==> config.mk <==
export PLATFORM = sky130hd
export DESIGN_NAME = seq_sub_unit
export DESIGN_NICKNAME = d
export VERILOG_FILES = /design/src/rtl/seq_sub_unit.sv
export SDC_FILE = /design/constraint.sdc
export NUM_CORES = 1
export LEC_CHECK = 0
export ABC_CLOCK_PERIOD_IN_PS = 1400
export BUFFER_PORTS_ARGS = -buffer_cell sky130_fd_sc_hd__buf_2
export CORE_ASPECT_RATIO = 0.8
export CORE_MARGIN = 3
export CORE_UTILIZATION = 53
export CTS_CLUSTER_DIAMETER = 150
export DETAILED_ROUTE_END_ITERATION = 8
export GPL_ROUTABILITY_DRIVEN = 0
export GPL_TIMING_DRIVEN = 0
export PLACE_DENSITY = 0.85
export SLEW_MARGIN = 15
export SYNTH_ARGS = -nofsm -noshare
export SYNTH_HDL_FRONTEND = slang
export SYNTH_SLANG_ARGS = --single-unit
==> constraint.sdc <==
create_clock -name clk -period 1.4 [get_ports clk]
set_input_delay 0.07 -clock clk [delete_from_list [all_inputs] [get_ports clk]]
set_output_delay 0.07 -clock clk [all_outputs]
set_load 0.05 [all_outputs]
==> src/rtl/seq_sub_unit.sv <==
// seq_sub_unit: bit-serial a-b engine with five mode-selected, individually held result outputs
module seq_sub_unit #(
  parameter int WIDTH = 4
) (
  input  logic             clk,
  input  logic             reset,
  input  logic             start,
  input  logic [2:0]       seq,
  input  logic [WIDTH-1:0] a,
  input  logic [WIDTH-1:0] b,
  output logic [WIDTH:0]   diff_u,
  output logic [WIDTH:0]   diff_s,
  output logic [WIDTH-1:0] diff_wrap,
  output logic [WIDTH-1:0] diff_usat,
  output logic [WIDTH-1:0] diff_ssat,
  output logic             running,
  output logic             done,
  output logic             err
);
  localparam int CW = $clog2(WIDTH + 1);
  typedef enum logic [1:0] {IDLE, SHIFT, FINISH} state_t;
  state_t state;
  logic [2:0] mode;
  logic [WIDTH:0] sa, sb, r;
  logic carry, bit_sum, sx;
  logic [CW-1:0] cnt;
  logic [WIDTH-1:0] smax, smin;
  assign sx = (seq == 3'd1) || (seq == 3'd4);
  assign bit_sum = sa[0] ^ ~sb[0] ^ carry;
  assign smax = {1'b0, {(WIDTH-1){1'b1}}};
  assign smin = {1'b1, {(WIDTH-1){1'b0}}};
  always_ff @(posedge clk) begin
    if (reset) begin
      state <= IDLE;
      mode <= '0;
      sa <= '0;
      sb <= '0;
      r <= '0;
      carry <= 1'b0;
      cnt <= '0;
      diff_u <= '0;
      diff_s <= '0;
      diff_wrap <= '0;
      diff_usat <= '0;
      diff_ssat <= '0;
      running <= 1'b0;
      done <= 1'b0;
      err <= 1'b0;
    end else begin
      done <= 1'b0;
      case (state)
        IDLE: if (start) begin
          mode <= seq;
          sa <= {sx & a[WIDTH-1], a};
          sb <= {sx & b[WIDTH-1], b};
          carry <= 1'b1;
          cnt <= '0;
          running <= 1'b1;
          state <= (seq >= 3'd5) ? FINISH : SHIFT;
        end
        SHIFT: begin
          r <= {bit_sum, r[WIDTH:1]};
          carry <= (sa[0] & ~sb[0]) | (carry & (sa[0] ^ ~sb[0]));
          sa <= sa >> 1;
          sb <= sb >> 1;
          cnt <= cnt + 1'b1;
          if (cnt == CW'(WIDTH)) state <= FINISH;
        end
        default: begin
          if (mode == 3'd0) diff_u <= r;
          if (mode == 3'd1) diff_s <= r;
          if (mode == 3'd2) diff_wrap <= r[WIDTH-1:0];
          if (mode == 3'd3) diff_usat <= r[WIDTH] ? '0 : r[WIDTH-1:0];
          // signed overflow of the WIDTH-bit view shows as disagreement of the top two bits
          if (mode == 3'd4) diff_ssat <= (r[WIDTH] == r[WIDTH-1]) ? r[WIDTH-1:0] : (r[WIDTH] ? smin : smax);
          err <= mode >= 3'd5;
          running <= 1'b0;
          done <= 1'b1;
          state <= IDLE;
        end
      endcase
    end
  end
endmodule

==> results of run 1 <==
-- tightest hold or removal path, cell delays in order --
cell      delay [ps]
buf_2            100
nand2b_1          60
o32ai_1           60
-- Yosys cell counts (2+ instances only) --
cell       n
nor2_2     5
clkbuf_1   3
buf_6      3
a22o_1     2
and4bb_2   2
nor3_1     2
nor2b_1    2
nand2b_1   7
o32ai_1    2
a22oi_1    2
dfxtp_1   49
buf_2      8
mux2i_1   24
o21ai_0    2
nand3_1    6
inv_1     10
a21oi_1   15
nand2_1   19
a211oi_1   9
nor2_1    29
ha_1       5
-- what timing repair did --
| item | 4_1_cts | 5_1_grt |
|---|---|---|
| pin swaps | 1 | 2 |
| endpoints found under the setup margin | 11 | 17 |
| buffers inserted | 2 | 1 |
| gates resized for setup | 3 | 10 |
-- state kept, by name (all words and copies together) (netlist names) --
register / cells
diff_usat: 4
r: 5
carry: 1
cnt: 3
mode: 3
running: 1
sa: 5
state: 2
sb: 5
err: 1
diff_u: 5
done: 1
diff_s: 5
diff_ssat: 4
diff_wrap: 4
-- layout make-up --
| type | instances | area share, % |
|---|---|---|
| Sequential cell | 49 | 39.5 |
| Multi-Input combinational cell | 148 | 41.0 |
| Clock buffer | 7 | 3.45 |
| Buffer | 13 | 3.40 |
| Timing Repair Buffer | 41 | 8.50 |
| Inverter | 10 | 1.50 |
| Tap cell | 52 | 2.60 |
-- cells by family (layout without fill, tap and decap cells) --
family | count (synthesis) | after routing | share of synthesized area, %
muxes | 24 | 24 | 11.3
and+or+nand+nor | 80 | 80 | 20.3
buffers and inverters | 26 | 71 | 6.36
AOI/OAI and AO/OA | 37 | 37 | 11.6
DFF | 49 | 49 | 46.2
xor gates and xnor gates | 1 | 1 | 0.413
adders and majority gates | 6 | 6 | 3.89
-- report_power, final --
part	switching (mW)	internal, mW	leakage (nW)	total [mW]
logic	0.222	0.166	0.578	0.388
clock network	0.439	0.393	0.0443	0.832
registers	0.0506	1.45	0.401	1.50
-- metal layers --
metal | share of wire (%) | track usage, % | vias up
met5 | 0 | 0 | -
met1 | 47 | 26.4 | 823
met2 | 46 | 34.0 | 48
li1 | - | - | 848
met4 | 2.1 | 9.28 | 0
met3 | 5.4 | 5.19 | 11
-- how the worst max path moves through the flow --
stage                        end  cells after the start  startpoint
global route           diff_u[0]                      4     mode[1]
detailed placement  diff_ssat[2]                      5        r[3]
CTS                    diff_s[1]                      5     mode[1]
finish                   mode[0]                      4    state[1]
global placement    diff_ssat[1]                      5        r[3]
floorplan              diff_u[2]                      4     mode[0]
==> flow_summary.json, run 1 <==
{
  "rsz0062_at_grt": "false",
  "outcome": "finished clean",
  "skew_ps": 8.36,
  "syn_inst": 223,
  "dieHeight_um": 62.6,
  "whs_endpoint": "sa[4]",
  "min_from": "a[3]",
  "final_net_count": 288,
  "register_area_um2": 990,
  "slew_violations": 0,
  "total_power_mw": 2.72,
  "hold_class": "in2reg",
  "worst_slew_pin_slew_ps": 544,
  "synthArstFlopShare_pct": 0,
  "synth_area_leaders": "dfxtp_1 46%, mux2i_1 11%, nor2_1 5.1%",
  "ctsHoldBuffers": 0,
  "start_util_pct": 58.4,
  "n_antenna_cell": 0,
  "drive_gt1_share_pct": 27.6,
  "layout_setup_ws_ps": 74.5,
  "synth_top_area_share_pct": 46.2,
  "drc": 0,
  "dpl_cell_area_mm2": 0.00238,
  "avgSynthCellArea_um2": 9.52,
  "cp_max_fo": 10,
  "wire_per_inst_um": 14.7,
  "path_delay_family": "simple AND/OR/NAND/NOR gates",
  "min_period_ps": 1330,
  "fillers": 290,
  "leakagePower_nw": 1.02,
  "start_kind": "flop",
  "antenna_found_initial": 0,
  "stdcell_count": 320,
  "pin_count": 39,
  "rows": 19,
  "die_x_um": 76.8,
  "r2r_slack_ps": 70,
  "multi_input_area_mm2": 0.00103,
  "cts-root-buf": "clkbuf_8",
  "crit_arrival_ps": 1510,
  "ff2ff_path_depth": 4,
  "clk_pin_slew_worst_paths_ps": 90,
  "final_cell_area_mm2": 0.00250,
  "vias": 1730,
  "areaGrowthSynthToFinish_pct": 17.9,
  "cts-buffers-inserted": 5,
  "postRouteAntennaNets": 0,
  "placedCellCount": 313,
  "syn-cell-area_mm2": 0.00212,
  "grt_pass1_vias": 1720,
  "vias_per_cell": 5.41,
  "dp_slack_ps": -18.0,
  "criticalPathCategory": "reg2reg",
  "track_usage_pct": 21.0,
  "grt_pass1_wl_um": 8120,
  "ys_seq_area_share_pct": 46.2,
  "placeableCoreArea_mm2": 0.00364,
  "synth_cell_type_count": 38,
  "hold_depth": 3,
  "hold_viol_final": 0,
  "synth_edf_count": 0,
  "synth_warnings": 0,
  "setup_violations": 0,
  "h-tree-depth": 2,
  "cts_tree": "yes",
  "fmax_mhz": 754,
  "r2r_end": "mode[0]",
  "critPathCaptureType": "flop",
  "final_cell_mix": "44 x dfxtp_1, 42 x buf_2, 29 x nor2_1",
  "synth_flop_cell": "dfxtp_1",
  "port_buffers": 38,
  "worstSkewPairLatency_ps": 300,
  "die-area_mm2": 0.00481,
  "synth.largest_area_cell": "dfxtp_1",
  "worstPathCellList": "buf_4, nor3b_4, mux2i_1, nor2_1",
  "fin_util_pct": 68.8,
  "grt_overflow_total": 0,
  "required_ps": 1590,
  "syn_nets": 243,
  "relSlewSlack_pct": 63.7,
  "ys_seq_elements": 49,
  "cap_violations": 0,
  "period_share_pct": 94.7,
  "clock_sinks": 49,
  "cp_num_buf_inv": 1,
  "clk_path_buf_depth": 2,
  "drtIter0Drc": 101,
  "crit_path_top_delay_cell": "nor3b_4",
  "drt_wl_total_um": 4710,
  "power_density_mw_per_mm2": 1090,
  "ir_drop_mv": 0.738,
  "dr.pass1.iters": 4,
  "final_common_cell": "dfxtp_1",
  "critical-path-max-stage-delay_ps": 360,
  "grt_max_degree": 14,
  "timing.rr.start": "state[1]",
  "dpl.hpwl_um": 3260,
  "fin_hold_ws_ps": 33.2,
  "setup-tns-final_ps": 0
}
Power figures use the tool's default switching activity.
==> run 2, diff against run 1 <==
RECOVER_POWER = 100   (was unset)
==> flow_summary.json, run 2 (synthesis results as in run 1) <==
{
  "pwr-share-comb_pct": 14.1,
  "postRouteAntennaNets": 0,
  "cts-buffers-inserted": 5,
  "total_power_mw": 2.71,
  "wire_per_inst_um": 14.7,
  "switchingPower_uw": 708,
  "clock_sinks": 49,
  "critical-path-max-stage-delay_ps": 320,
  "seq_power_share_pct": 55.4,
  "skew_ps": 7.12,
  "drtIter0Drc": 120,
  "antenna_found_initial": 0,
  "dieHeight_um": 62.6,
  "r2r_slack_ps": 50,
  "outcome": "finished clean",
  "cap_violations": 0,
  "grt_overflow_total": 0,
  "path_delay_family": "buffers and inverters",
  "pin_count": 39,
  "worstPathCellList": "buf_4, nor2b_1, clkbuf_2, nor2_1, a211oi_1",
  "vias": 1712,
  "start_util_pct": 58.4,
  "die_x_um": 76.8,
  "multi_input_area_mm2": 0.00103,
  "setup_violations": 0,
  "hold_class": "in2reg",
  "stdcell_count": 320,
  "h-tree-depth": 2,
  "grt_max_degree": 14,
  "grt_pass1_vias": 1720,
  "ir_drop_mv": 0.723,
  "crit_arrival_ps": 1560,
  "grt_pass1_wl_um": 8120,
  "drt_wl_total_um": 4700,
  "intPower_mw": 2.00,
  "placedCellCount": 313,
  "worstSkewPairLatency_ps": 300,
  "register_area_um2": 990,
  "period_share_pct": 96.1,
  "n_antenna_cell": 0,
  "final_common_cell": "dfxtp_1",
  "cp_num_buf_inv": 2,
  "drc": 0,
  "crit_path_top_delay_cell": "dfxtp_1",
  "clk_path_buf_depth": 2,
  "rows": 19,
  "required_ps": 1610,
  "port_buffers": 38,
  "cts_tree": "yes",
  "criticalPathCategory": "reg2reg",
  "min_period_ps": 1350,
  "rsz0062_at_grt": "false",
  "fin_hold_ws_ps": 34.2,
  "power_density_mw_per_mm2": 1100,
  "clk_pin_slew_worst_paths_ps": 80,
  "slew_violations": 0,
  "track_usage_pct": 21.0,
  "switching_share_pct": 26.1,
  "cp_max_fo": 10,
  "fillers": 310,
  "placeableCoreArea_mm2": 0.00364,
  "final_cell_mix": "44 x dfxtp_1, 29 x clkbuf_1, 29 x nor2_1",
  "worst_slew_pin_slew_ps": 620,
  "dr.pass1.iters": 4,
  "areaGrowthSynthToFinish_pct": 16.1,
  "dpl.hpwl_um": 3260,
  "p_clk_share_pct": 30.5,
  "hold_viol_final": 0,
  "drive_gt1_share_pct": 18.3,
  "leakagePower_nw": 0.910,
  "relSlewSlack_pct": 58.9,
  "setup-tns-final_ps": 0,
  "start_kind": "flop",
  "final_net_count": 288,
  "critPathCaptureType": "flop",
  "die-area_mm2": 0.00481,
  "vias_per_cell": 5.35,
  "fmax_mhz": 743,
  "cts-root-buf": "clkbuf_8"
}
-- run 2: cell type report --
| type | instances | area share, % |
|---|---|---|
| multi-input cells | 148 | 41.6 |
| flip-flops and latches | 49 | 40.2 |
| repair buffers | 41 | 7.26 |
| clock buffers | 7 | 3.50 |
| plain buffers | 13 | 3.30 |
| well taps | 52 | 2.64 |
| inverters | 10 | 1.52 |
-- run 2: layer usage --
| layer | up-vias | track usage (%) | share of wire [%] |
|---|---|---|---|
| met5 | - | 0 | 0 |
| met4 | 0 | 9.28 | 2.3 |
| met2 | 57 | 34.0 | 45 |
| met3 | 11 | 5.19 | 6.6 |
| li1 | 849 | - | - |
| met1 | 795 | 26.4 | 46 |
-- run 2: stage by stage --
step	util [%]	area [um2]	worst slack, ps
2_1_floorplan	-	2120	145
3_3_place_gp	65.4	2380	24.7
3_5_place_dp	65.4	2380	-18.0
4_1_cts	68.5	2490	34.0
5_1_grt	67.8	2460	1.29
6_report	67.8	2460	54.2
-- run 2: path summary, 6_finish.rpt --
path                  endpoint    startpoint  cells after the start
setup / recovery          r[4]      state[0]                      5
hold / removal           sa[4]          a[3]                      3
setup reg to reg          r[4]      state[0]                      5
hold reg to reg   diff_ssat[1]  diff_ssat[1]                      2
-- run 2: repair_timing --
action,4_1_cts,5_1_grt
hold endpoints to repair,0,0
gates resized for setup,3,10
endpoints found under the setup margin,11,17
cloned,0,0
pin swaps,1,2
hold buffers,0,0
setup buffers,2,1
-- run 2: power groups by stage --
stage	Combinational, mW	Sequential, mW	Clock, mW
2_1_floorplan	0.274	1.53	0
3_3_place_gp	0.373	1.52	0
3_5_place_dp	0.386	1.52	0
4_1_cts	0.395	1.49	0.849
5_1_grt	0.425	1.51	0.902
6_report	0.382	1.50	0.829
-- run 2: worst min-delay path, cell delays in order --
cell	delay (ps)
buf_2	100
nand2b_1	60
o32ai_1	60
==> run 3, diff against run 2 <==
ABC_CLOCK_PERIOD_IN_PS = 1150   (was 1400)
CORE_MARGIN = 1.5   (was 3)
CORE_UTILIZATION = 49   (was 53)
PLACE_DENSITY = 0.82   (was 0.85)
clock period = 1.15 ns   (was 1.4 ns; I/O delays follow)
==> flow_summary.json, run 3 (synthesis results as in run 1) <==
{
  "required_ps": 1340,
  "cp_max_fo": 7,
  "rows": 21,
  "antenna_found_initial": 0,
  "h-tree-depth": 2,
  "dpl_cell_area_mm2": 0.00242,
  "min_period_ps": 1250,
  "areaGrowthSynthToFinish_pct": 28.8,
  "dpl.hpwl_um": 2990,
  "cts-buffers-inserted": 5,
  "grt_pass1_vias": 1593,
  "hold_viol_final": 0,
  "ir_drop_mv": 0.626,
  "multi_input_area_mm2": 0.00112,
  "critPathCaptureType": "flop",
  "drtIter0Drc": 95,
  "cts-root-buf": "clkbuf_8",
  "wire_per_inst_um": 14.3,
  "slew_violations": 0,
  "relSlewSlack_pct": 55.4,
  "final_common_cell": "dfxtp_1",
  "final_cell_mix": "41 x dfxtp_1, 28 x nor2_1, 23 x clkbuf_2",
  "drt_wl_total_um": 4770,
  "drive_gt1_share_pct": 38.6,
  "register_area_mm2": 0.00100,
  "outcome": "finished with violations",
  "n_antenna_cell": 0,
  "vias_per_cell": 5.22,
  "path_delay_family": "flip-flops",
  "port_buffers": 38,
  "pin_count": 39,
  "cts_tree": "yes",
  "cap_violations": 0,
  "fmax_mhz": 799,
  "power_density_mw_per_mm2": 1330,
  "worstPathCellList": "buf_8, nor3b_4, buf_6, mux2i_2, nor2_1",
  "clk_pin_slew_worst_paths_ps": 90,
  "critical-path-max-stage-delay_ps": 380,
  "start_kind": "flop",
  "grt_overflow_total": 0,
  "grt_pass1_wl_um": 7520,
  "stdcell_count": 334,
  "failed_checks": "setup timing",
  "placedCellCount": 318,
  "fillers": 315,
  "worst_slew_pin_slew_ps": 669,
  "postRouteAntennaNets": 0,
  "skew_ps": 5.83,
  "fin_util_pct": 65.5,
  "dieHeight_um": 61.9,
  "final_cell_area_mm2": 0.00274,
  "criticalPathCategory": "reg2reg",
  "vias": 1745,
  "die-area_mm2": 0.00474,
  "dr.pass1.iters": 4,
  "period_share_pct": 109,
  "clk_path_buf_depth": 2,
  "start_util_pct": 50.8,
  "final_net_count": 296,
  "crit_arrival_ps": 1450,
  "hold_class": "in2reg",
  "layout_setup_ws_ps": -101,
  "worstSkewPairLatency_ps": 310,
  "total_power_mw": 3.63,
  "placeableCoreArea_mm2": 0.00418,
  "fin_hold_ws_ps": 21.8,
  "cp_num_buf_inv": 2,
  "leakagePower_nw": 1.08,
  "setup_violations": 36,
  "drc": 0,
  "rsz0062_at_grt": "true",
  "crit_path_top_delay_cell": "dfxtp_4",
  "grt_max_degree": 17,
  "clock_sinks": 49,
  "die_x_um": 76.6,
  "track_usage_pct": 20.8
}
[run 3: cell count changes in the layout (fill, tap and decap cells not counted), sizes merged]
| cell | before | now |
|---|---|---|
| buf | 21 | 36 |
| clkbuf | 40 | 31 |
| bufinv | 0 | 1 |
| clkinv | 0 | 1 |
| clkinvlp | 0 | 1 |
[run 3: timing repair]
action                                  CTS  global route
endpoints found under the hold margin     0             0
setup buffers                            11             1
hold buffers                              0             0
pin swaps                                 9             9
resized for setup                        27            17
endpoints found under the setup margin   44            48
[run 3: final timing paths]
kind                                   start            to  slack [ps]  depth (start not counted)
worst max-delay path                state[1]       mode[0]        -100                          5
worst min-delay path                    a[3]         sa[4]          20                          3
worst max register to register      state[1]       mode[0]        -100                          5
worst min register to register  diff_usat[3]  diff_usat[3]         460                          2
[run 3: per-layer routing]
layer	global-route usage (%)	wire, um	vias to the layer above
met4	9.52	98	0
met3	4.09	209	10
met5	0	0	-
met1	26.2	2290	825
li1	-	-	868
met2	35.8	2180	42
[run 3: final cells by class]
type | count | share of cell area [%]
Buffer | 12 | 3.66
Clock buffer | 5 | 2.52
Clock inverter | 3 | 1.69
Inverter | 10 | 1.46
Multi-Input combinational cell | 148 | 40.8
Sequential cell | 49 | 36.6
Tap cell | 57 | 2.61
Timing Repair Buffer | 50 | 10.7
[run 3: metrics by stage]
stage	TNS [ps]	worst slack, ps
after detailed placement	-4310	-235
after floorplan	-779	-105
after global routing	-4210	-168
final	-1550	-101
after CTS	-1080	-67.4
after global placement	-3730	-220
[run 3: report_power, final]
part	leakage, nW	total [mW]	switching, mW	internal (mW)
logic	0.618	0.570	0.307	0.263
registers	0.403	1.83	0.0610	1.77
clock network	0.0543	1.23	0.583	0.651
[run 3: tightest hold or removal path: stages]
cell and delay [ps]:
buf_2 110, nand2b_1 60, o32ai_1 60
